==> src/rtl/axis_demux_1to2_if.sv <==
// AXI-Stream beat bundle shared by the demux input and both outputs.
// master drives data/valid/last, slave returns ready.
interface axis_demux_1to2_if #(
    parameter int DATA_W = 8
);
    logic [DATA_W-1:0] data;
    logic              valid;
    logic              ready;
    logic              last;

    modport master (
        output data,
        output valid,
        output last,
        input  ready
    );

    modport slave (
        input  data,
        input  valid,
        input  last,
        output ready
    );
endinterface

==> src/rtl/axis_demux_1to2.sv <==
// 1-to-2 AXI-Stream demux with per-packet route lock, registered
// one-entry output slots and wrapping completed-packet counters.
module axis_demux_1to2 #(
    parameter int DATA_W = 8,
    parameter int CNT_W  = 16
) (
    input  logic                clk,
    input  logic                reset_n,
    axis_demux_1to2_if.slave    s_axis,
    input  logic                sel,
    axis_demux_1to2_if.master   m_axis_1,
    axis_demux_1to2_if.master   m_axis_2,
    output logic                busy,
    output logic [CNT_W-1:0]    pkt_cnt_1,
    output logic [CNT_W-1:0]    pkt_cnt_2
);

    localparam logic [1:0] IDLE  = 2'd0;
    localparam logic [1:0] LOCK1 = 2'd1;
    localparam logic [1:0] LOCK2 = 2'd2;

    logic [1:0]        state_q;
    logic              tgt;
    logic              accept;
    logic              ld_1;
    logic              ld_2;

    logic              v_1;
    logic              l_1;
    logic [DATA_W-1:0] d_1;
    logic              v_2;
    logic              l_2;
    logic [DATA_W-1:0] d_2;

    // tgt: 0 selects output 1, 1 selects output 2
    always_comb begin
        tgt = sel;
        unique case (1'b1)
            (state_q == LOCK1): tgt = 1'b0;
            (state_q == LOCK2): tgt = 1'b1;
            default:            tgt = sel;
        endcase
    end

    // a slot can take a beat if empty or draining this cycle
    assign s_axis.ready = reset_n &&
                          (tgt ? (!v_2 || m_axis_2.ready)
                               : (!v_1 || m_axis_1.ready));

    assign accept = s_axis.valid && s_axis.ready;
    assign ld_1   = accept && !tgt;
    assign ld_2   = accept &&  tgt;

    assign busy = (state_q != IDLE);

    always_ff @(posedge clk or negedge reset_n) begin
        if (!reset_n) begin
            state_q <= IDLE;
        end else if (accept) begin
            if (s_axis.last) begin
                state_q <= IDLE;
            end else if (state_q == IDLE) begin
                state_q <= tgt ? LOCK2 : LOCK1;
            end
        end
    end

    always_ff @(posedge clk or negedge reset_n) begin
        if (!reset_n) begin
            v_1 <= 1'b0;
            l_1 <= 1'b0;
            d_1 <= '0;
        end else if (ld_1) begin
            v_1 <= 1'b1;
            l_1 <= s_axis.last;
            d_1 <= s_axis.data;
        end else if (m_axis_1.ready) begin
            v_1 <= 1'b0;
        end
    end

    always_ff @(posedge clk or negedge reset_n) begin
        if (!reset_n) begin
            v_2 <= 1'b0;
            l_2 <= 1'b0;
            d_2 <= '0;
        end else if (ld_2) begin
            v_2 <= 1'b1;
            l_2 <= s_axis.last;
            d_2 <= s_axis.data;
        end else if (m_axis_2.ready) begin
            v_2 <= 1'b0;
        end
    end

    always_ff @(posedge clk or negedge reset_n) begin
        if (!reset_n) begin
            pkt_cnt_1 <= '0;
            pkt_cnt_2 <= '0;
        end else begin
            if (ld_1 && s_axis.last) begin
                pkt_cnt_1 <= pkt_cnt_1 + CNT_W'(1);
            end
            if (ld_2 && s_axis.last) begin
                pkt_cnt_2 <= pkt_cnt_2 + CNT_W'(1);
            end
        end
    end

    assign m_axis_1.valid = v_1;
    assign m_axis_1.last  = l_1;
    assign m_axis_1.data  = d_1;
    assign m_axis_2.valid = v_2;
    assign m_axis_2.last  = l_2;
    assign m_axis_2.data  = d_2;

endmodule
==> src/flat_wrapper.sv <==
// flat-port wrapper written by rule: the top's interface ports become plain ports
module axis_demux_1to2_flat 
#(
    parameter int DATA_W = 8,
    parameter int CNT_W  = 16
)
  (clk, reset_n, sel, busy, pkt_cnt_1, pkt_cnt_2, s_axis_data, s_axis_valid, s_axis_last, s_axis_ready, m_axis_1_data, m_axis_1_valid, m_axis_1_last, m_axis_1_ready, m_axis_2_data, m_axis_2_valid, m_axis_2_last, m_axis_2_ready);
  axis_demux_1to2_if #(.DATA_W(DATA_W)) s_axis_i ();
  axis_demux_1to2_if #(.DATA_W(DATA_W)) m_axis_1_i ();
  axis_demux_1to2_if #(.DATA_W(DATA_W)) m_axis_2_i ();
  input  logic clk;
  input  logic reset_n;
  input  logic sel;
  output logic busy;
  output logic [CNT_W-1:0] pkt_cnt_1;
  output logic [CNT_W-1:0] pkt_cnt_2;
  input wire logic [$bits(s_axis_i.data)-1:0] s_axis_data;
  input wire logic [$bits(s_axis_i.valid)-1:0] s_axis_valid;
  input wire logic [$bits(s_axis_i.last)-1:0] s_axis_last;
  output wire logic [$bits(s_axis_i.ready)-1:0] s_axis_ready;
  output wire logic [$bits(m_axis_1_i.data)-1:0] m_axis_1_data;
  output wire logic [$bits(m_axis_1_i.valid)-1:0] m_axis_1_valid;
  output wire logic [$bits(m_axis_1_i.last)-1:0] m_axis_1_last;
  input wire logic [$bits(m_axis_1_i.ready)-1:0] m_axis_1_ready;
  output wire logic [$bits(m_axis_2_i.data)-1:0] m_axis_2_data;
  output wire logic [$bits(m_axis_2_i.valid)-1:0] m_axis_2_valid;
  output wire logic [$bits(m_axis_2_i.last)-1:0] m_axis_2_last;
  input wire logic [$bits(m_axis_2_i.ready)-1:0] m_axis_2_ready;
  assign s_axis_i.data = s_axis_data;
  assign s_axis_i.valid = s_axis_valid;
  assign s_axis_i.last = s_axis_last;
  assign s_axis_ready = s_axis_i.ready;
  assign m_axis_1_data = m_axis_1_i.data;
  assign m_axis_1_valid = m_axis_1_i.valid;
  assign m_axis_1_last = m_axis_1_i.last;
  assign m_axis_1_i.ready = m_axis_1_ready;
  assign m_axis_2_data = m_axis_2_i.data;
  assign m_axis_2_valid = m_axis_2_i.valid;
  assign m_axis_2_last = m_axis_2_i.last;
  assign m_axis_2_i.ready = m_axis_2_ready;
  axis_demux_1to2 #(.DATA_W(DATA_W), .CNT_W(CNT_W)) u_core (.clk(clk), .reset_n(reset_n), .s_axis(s_axis_i), .sel(sel), .m_axis_1(m_axis_1_i), .m_axis_2(m_axis_2_i), .busy(busy), .pkt_cnt_1(pkt_cnt_1), .pkt_cnt_2(pkt_cnt_2));
endmodule
==> config.mk <==
export PLATFORM = sky130hd
export DESIGN_NAME = axis_demux_1to2_flat
export DESIGN_NICKNAME = d
export VERILOG_FILES = /design/src/rtl/axis_demux_1to2_if.sv /design/src/rtl/axis_demux_1to2.sv /design/src/flat_wrapper.sv
export SDC_FILE = /design/constraint.sdc
export NUM_CORES = 1
export LEC_CHECK = 0
export BUFFER_PORTS_ARGS = -buffer_cell sky130_fd_sc_hd__buf_4
export CAP_MARGIN = 20
export CORE_MARGIN = 2
export CORE_UTILIZATION = 46
export CTS_CLUSTER_DIAMETER = 100
export DETAILED_ROUTE_END_ITERATION = 7
export PLACE_DENSITY = 0.75
export SLEW_MARGIN = 30
export SYNTH_ARGS = -nofsm -noshare
export SYNTH_HDL_FRONTEND = slang
export SYNTH_SLANG_ARGS = --single-unit
==> constraint.sdc <==
create_clock -name clk -period 2.5 [get_ports clk]
set_clock_uncertainty 0.2 [all_clocks]
set_input_delay 0.25 -clock clk [delete_from_list [all_inputs] [get_ports clk]]
set_output_delay 0.25 -clock clk [all_outputs]
set_load 0.01 [all_outputs]
## Word level (Yosys, flattened, before mapping)

Index checks and enable logic that the tools add are counted.

| storage, ports and cells | value |
|---|---|
| output and inout bits | 54 |
| logic and storage cells | 39 |
| register bits | 54 |
| bits of input ports | 15 |

| cells by class | value |
|---|---|
| muxes and demuxes | 9 |
| reductions and logical operators | 17 |
| equality and inequality tests | 2 |
| add/subtract/negate cells | 2 |

Operator list:

| operator | number |
|---|---|
| $add A16 B1 Y16 const B | 2 |
| $reduce_bool A2 Y1 | 4 |
| $logic_and A1 B1 Y1 | 6 |
| $mux W2 | 3 |
| $mux W1 | 5 |
| $logic_not A1 Y1 | 3 |
| $eq A2 B1 Y1 const B | 1 |
| $eq A2 B2 Y1 const B | 1 |
| $logic_not A2 Y1 | 1 |
| $logic_or A1 B1 Y1 | 2 |
| $pmux W1 S2 | 1 |
| $reduce_and A2 Y1 | 1 |

## Longest topological paths before layout

| logic depth | value |
|---|---|
| depth in word-level cells | 7 |
| depth in mapped cells | 7 |
| gate-level depth less buffers | 6 |

## Worst setup path before layout

Ideal clock, no wire load.

| timing path | value |
|---|---|
| kind | register to register |
| start | register u_core.state_q[0] |
| end | register u_core.d_1[2] (netlist: u_core.m_axis_1.data[2]) |
| setup time | 125 ps |
| cell stages (with the launch flop) | 7 |
| slack | 141 ps |
| path buffers | 1 |
| data arrival time | 2,034 ps |
| required time | 2,175 ps |
| clock period less this slack | 2,359 ps |
| cell sequence | dfrtp_1 inv_1 ha_1 mux2_4 nor3_1 buf_2 mux2_2 |

| between the ends | value |
|---|---|
| word-level cells in the longest chain between the ends | 6 |
| elaborated cells on any way between the ends | 8 |
| classes of those cells | 2 x eq/ne; 2 x mux; 4 x reduce/logical |

Ends and longest elaborated chain:

| what | line | source |
|---|---|---|
| start: declaration | axis_demux_1to2.sv:22 | `logic [1:0] state_q;` |
| start signal: assignment | axis_demux_1to2.sv:63 | `state_q <= tgt ? LOCK2 : LOCK1;` |
| $eq A2 B2 Y1 or $eq A2 B1 Y1 (tied branches) | axis_demux_1to2.sv:40, axis_demux_1to2.sv:39 |  |
| $pmux W1 S2 (*) | axis_demux_1to2.sv:38 | `unique case (1'b1)` |
| $mux W1 | axis_demux_1to2.sv:47 | `(tgt ? (!v_2 \|\| m_axis_2.ready)` |
| $logic_and A1 B1 Y1 | axis_demux_1to2.sv:46 | `assign s_axis.ready = reset_n &&` |
| $logic_and A1 B1 Y1 | axis_demux_1to2.sv:50 | `assign accept = s_axis.valid && s_axis.ready;` |
| $logic_and A1 B1 Y1 (*) | axis_demux_1to2.sv:51 | `assign ld_1 = accept && !tgt;` |
| end signal: assignment | axis_demux_1to2.sv:76 | `d_1 <= s_axis.data;` |
| end: declaration | axis_demux_1to2.sv:30 | `logic [DATA_W-1:0] d_1;` |

Mark *: on every way between the ends. The rest lies on a longest branch, timed or not.
A chain may end at the register's enable or synchronous reset.

## Worst setup path after layout

| timing path | value |
|---|---|
| start | register u_core.state_q[1] |
| end | register u_core.pkt_cnt_1[15] |

| between the ends | value |
|---|---|
| word-level cells in the longest chain between the ends | 7 |
| elaborated cells on any way between the ends | 9 |
| classes of those cells | 2 x eq/ne; 2 x mux; 5 x reduce/logical |

Ends and longest elaborated chain:

| what | line | source |
|---|---|---|
| $eq A2 B2 Y1 or $eq A2 B1 Y1 (tied branches) | axis_demux_1to2.sv:40, axis_demux_1to2.sv:39 |  |
| $pmux W1 S2 (*) | axis_demux_1to2.sv:38 |  |
| $mux W1 | axis_demux_1to2.sv:47 |  |
| $logic_and A1 B1 Y1 | axis_demux_1to2.sv:46 |  |
| $logic_and A1 B1 Y1 | axis_demux_1to2.sv:50 |  |
| $logic_and A1 B1 Y1 (*) | axis_demux_1to2.sv:51 |  |
| $logic_and A1 B1 Y1 (*) | axis_demux_1to2.sv:101 | `if (ld_1 && s_axis.last) begin` |
| end signal: assignment | axis_demux_1to2.sv:102 | `pkt_cnt_1 <= pkt_cnt_1 + CNT_W'(1);` |
| end: declaration | axis_demux_1to2.sv:14 | `output logic [CNT_W-1:0] pkt_cnt_1,` |

Marks and branches as above.

==> out/qor_table.md <==
| Quantity | This run |
|:---|:---|
| Fraction of synthesized cell area taken by the top area cell type | 0.576 |
| Detail-routed net length per standard cell | 13.9 um |
| Die area | 5690 sq um |
| GR Util All Layers | 0.178 |
| Data arrival at the endpoint of the critical path | 2.39 ns |
| Capturing element type of the critical path | flip-flop |
| Buffer levels on the longest clock path | 2 |
| Slew of the pin with the lowest slew margin | 0.685 ns |
| Vias per cell | 5.06 |
| Number of cell rows | 25 |
| Top Family by Delay on Critical Path | simple AND/OR/NAND/NOR gates |
| Number of nets in the final layout | 295 |
| Critical Path Source Type | flip-flop |
| Power dissipated by switching net loads | 879 uW |
| Worst relative slew slack | 0.539 |
| First-pass iteration count of the detailed router | 4 |
| Core area | 4820 sq um |
| Multiplexer share of the synthesized area | 0.106 |
| Chip height | 75.4 um |
| Commonest cells after routing, fill and taps aside | sky130_fd_sc_hd__buf_4, sky130_fd_sc_hd__dfrtp_1, sky130_fd_sc_hd__xnor2_1, sky130_fd_sc_hd__mux2_2, sky130_fd_sc_hd__nand3_1 |
| Simple-gate share of the synthesized area | 0.157 |
| Critical path class | reg -> reg |
| Crit path max-delay cell type | sky130_fd_sc_hd__or4_4 |
| Largest family of logic cells by synthesized area | simple AND/OR/NAND/NOR gates |
| Count of inserted antenna diode cells | 0 |
| Number of global-route vias before repair | 1637 |
| Worst skew pair latency | 0.30 ns |
| Largest voltage drop on the vdd net | 0.000666 V |
| Status | completed |
| Pre-CTS setup slack | 0.161 ns |
| Initial drt markers | 97 |
| Area growth syn-to-layout | 35.3% |
| Input/output buffers | 68 |
| Gate count of the mapped netlist | 189 |
| Most frequent standard cell in the layout excluding fill and tap cells | sky130_fd_sc_hd__buf_4 |
| Fraction of final layout cells sized beyond drive strength 1 | 0.390 |
| Worst EP required | 2.52 ns |
| Inserted Clock Buffers | 5 |
| Remaining number of nets flagged by the antenna check after routing | 0 |
| Power per unit of standard cell area | 876 nW/um^2 |
| Path type of the worst min-delay path | in -> reg |
| Count of yosys warnings during synthesis | 0 |
| Synth Area in XOR/XNOR | 0.112 |
| RD Place Congestion | 0.770 |
| Clock Sink Count | 54 |
| Clock tree root driver cell | sky130_fd_sc_hd__clkbuf_8 |
| Mean area per synthesized cell | 12.4 sq um |
| Switching Share | 0.316 |
| Syn Std Cell Area | 2350 sq um |
| Proportion of power drawn by the clock network | 0.174 |
| Post-detailed-route DRC marker count | 0 |
| Total routed wirelength | 4790 um |
| Worst Hold Path EP | u_core.m_axis_2.last$_DFFE_PN0P_ |
| Buf+Inv Stages, Crit Path | 1 |
| Net count of the mapped netlist | 208 |
| Worst-case register-to-register setup slack | 0.13 ns |
| Shortest period the worst path allows | 2.37 ns |
| Cells taking the most area after synthesis | sky130_fd_sc_hd__dfrtp_1, sky130_fd_sc_hd__xnor2_1, sky130_fd_sc_hd__mux2_2 |
| Yosys cell types | 25 |
| Vias after detailed routing | 1742 |
| MaxCap Viol Count | 0 |
| H-tree depth | 2 |
| TritonCTS clock tree | done |
| Post-synthesis adder-cell area fraction | 0.0213 |
| Total count of max-transition violations in the final report | 0 |
| Share of the synthesized area in compound gates (AO/OA/AOI/OAI) | 0.0133 |
| Maximum fanout along the worst path | 5 |
| Count of fill cells added during filler insertion | 410 |
| Post-route setup TNS | 0 ns |
| Final Setup Violations | 0 |
| Post-synth top area cell | sky130_fd_sc_hd__dfrtp_1 |
| Chip Width | 75.4 um |
| Global-route wire length before repair | 7590 um |
| Number of antenna violations at the first check in global routing | 0 |
| Number of hold violations in the final report | 0 |
| Clock slew seen by the registers of the worst setup and hold paths | 0.09 ns |
| Ordered cell list for the critical path | inv_1 > ha_1 > mux2_4 > or4_4 > nor4_2 > xor2_1 |
| Startpoint of the worst register-to-register path | u_core.state_q[1]$_DFFE_PN0P_ |
| Final HPWL DP | 3470 um |
| Worst path setup slack after routing | 0.131 ns |
| Seq cells post-synth | 54 |
| Ratio of final minimum period to clock period | 0.948 |
| Delay of the slowest cell on the worst path | 0.54 ns |
| Fmax | 422 MHz |
| Proportion of synthesized chip area in sequential cells | 0.576 |
| Internal | 1900 uW |
| Startpoint of the tightest hold check path | s_axis_last |
| Top-level I/O count | 69 |
| Reg-to-Reg End | u_core.pkt_cnt_1[15]$_DFFE_PN0P_ |
| Pin count of the biggest net entering global routing | 57 |
| Starting utilization of the core area | 0.487 |
| Reg2Reg Depth | 6 |
| Hold Path Depth | 2 |
| Leakage power | 0.00150 uW |
| RSZ-0062 raised after global routing | false |
| Total overflow reported by the global router | 0 |
| Combinational cell fraction of total power | 0.366 |
| Sequential share of power | 0.461 |
## flip-flops by register name, indices dropped and copies added, names as in the netlist
register / flops
u_core.m_axis_2.data: 8
u_core.pkt_cnt_2: 16
u_core.m_axis_2.valid: 1
u_core.state_q: 2
u_core.pkt_cnt_1: 16
u_core.m_axis_1.data: 8
u_core.m_axis_1.last: 1
u_core.m_axis_2.last: 1
u_core.m_axis_1.valid: 1
## worst max path at each step
stage,cells after the start,slack [ns],from,to
after floorplan,6,0.14,u_core.state_q[0]$_DFFE_PN0P_,u_core.m_axis_1.data[2]$_DFFE_PN0P_
after global placement,6,0.21,u_core.state_q[0]$_DFFE_PN0P_,u_core.pkt_cnt_1[15]$_DFFE_PN0P_
after detailed placement,6,0.16,u_core.state_q[1]$_DFFE_PN0P_,u_core.pkt_cnt_1[15]$_DFFE_PN0P_
after CTS,6,0.13,u_core.state_q[0]$_DFFE_PN0P_,u_core.pkt_cnt_1[15]$_DFFE_PN0P_
after global routing,6,0.03,u_core.state_q[0]$_DFFE_PN0P_,u_core.pkt_cnt_1[15]$_DFFE_PN0P_
final,6,0.13,u_core.state_q[1]$_DFFE_PN0P_,u_core.pkt_cnt_1[15]$_DFFE_PN0P_
## power groups by stage
stage | combinational (uW) | sequential, uW | clock, uW
2_1_floorplan | 419 | 1380 | 0
3_3_place_gp | 997 | 1290 | 0
3_5_place_dp | 1020 | 1300 | 0
4_1_cts | 1030 | 1280 | 502
5_1_grt | 1110 | 1310 | 540
6_report | 1020 | 1280 | 483
## what timing repair did
| action | 4_1_cts | 5_1_grt |
|---|---|---|
| buffers inserted | 0 | 0 |
| endpoints found under the setup margin | 0 | 0 |
| hold buffers | 9 | 0 |
| gates resized for setup | 0 | 0 |
| hold endpoints to repair | 70 | 0 |
## synth_stat cells
library cell and count:
sky130_fd_sc_hd__nand2_1 14, sky130_fd_sc_hd__and3_1 5, sky130_fd_sc_hd__a22o_1 2, sky130_fd_sc_hd__mux2_4 1
sky130_fd_sc_hd__buf_2 3, sky130_fd_sc_hd__xor2_1 5, sky130_fd_sc_hd__dfrtp_1 54, sky130_fd_sc_hd__nand4_1 12
sky130_fd_sc_hd__mux2_2 19, sky130_fd_sc_hd__or2_2 2, sky130_fd_sc_hd__nor4_2 1, sky130_fd_sc_hd__o21ai_0 1
sky130_fd_sc_hd__inv_1 5, sky130_fd_sc_hd__xnor2_1 25, sky130_fd_sc_hd__nor4b_2 1, sky130_fd_sc_hd__o2111ai_1 1
sky130_fd_sc_hd__nor2_1 4, sky130_fd_sc_hd__nor4_1 4, sky130_fd_sc_hd__ha_1 4, sky130_fd_sc_hd__nand3_1 15
sky130_fd_sc_hd__nor2b_1 2, sky130_fd_sc_hd__mux2i_1 2, sky130_fd_sc_hd__and2_1 1, sky130_fd_sc_hd__or4_4 1
sky130_fd_sc_hd__nor3_1 5
## metal layers
| layer | part of all wire | GRT usage | routed length, um | vias to the layer above |
|---|---|---|---|---|
| met4 | 0.020 | 0.0838 | 95 | 0 |
| met1 | 0.44 | 0.233 | 2110 | 854 |
| met2 | 0.49 | 0.278 | 2360 | 39 |
| li1 | - | - | - | 841 |
| met3 | 0.047 | 0.0437 | 224 | 8 |
| met5 | 0 | 0 | 0 | - |
## cell type report
type | instances | area [sq um] | area share
Sequential cell | 54 | 1350 | 0.426
Clock buffer | 7 | 86.3 | 0.0272
Timing Repair Buffer | 83 | 658 | 0.207
Inverter | 5 | 18.8 | 0.00591
Multi-Input combinational cell | 127 | 972 | 0.306
Clock inverter | 1 | 5.00 | 0.00158
Tap cell | 67 | 83.8 | 0.0264
## per-stage QoR
| step | hold WS, ns | power, uW | instance area, sq um | std cells | util |
|---|---|---|---|---|---|
| floorplan | -0.246 | 1790 | 2350 | 189 | - |
| global placement | 0.242 | 2290 | 2990 | 327 | 0.622 |
| detailed placement | 0.241 | 2310 | 2990 | 327 | 0.622 |
| CTS | 0.102 | 2820 | 3180 | 344 | 0.659 |
| global route | 0.108 | 2960 | 3180 | 344 | 0.659 |
| finish | 0.109 | 2780 | 3180 | 344 | 0.659 |
## logic make-up (layout without fill, tap and decap cells)
| family | count (synthesis) | in the layout |
|---|---|---|
| AOI/OAI and AO/OA | 4 | 4 |
| xor gates and xnor gates | 30 | 30 |
| adders and majority gates | 4 | 4 |
| buffers and inverters | 8 | 96 |
| DFF | 54 | 54 |
| muxes | 22 | 22 |
| and+or+nand+nor | 67 | 67 |
No activity file was read; power rests on OpenSTA's default activity.
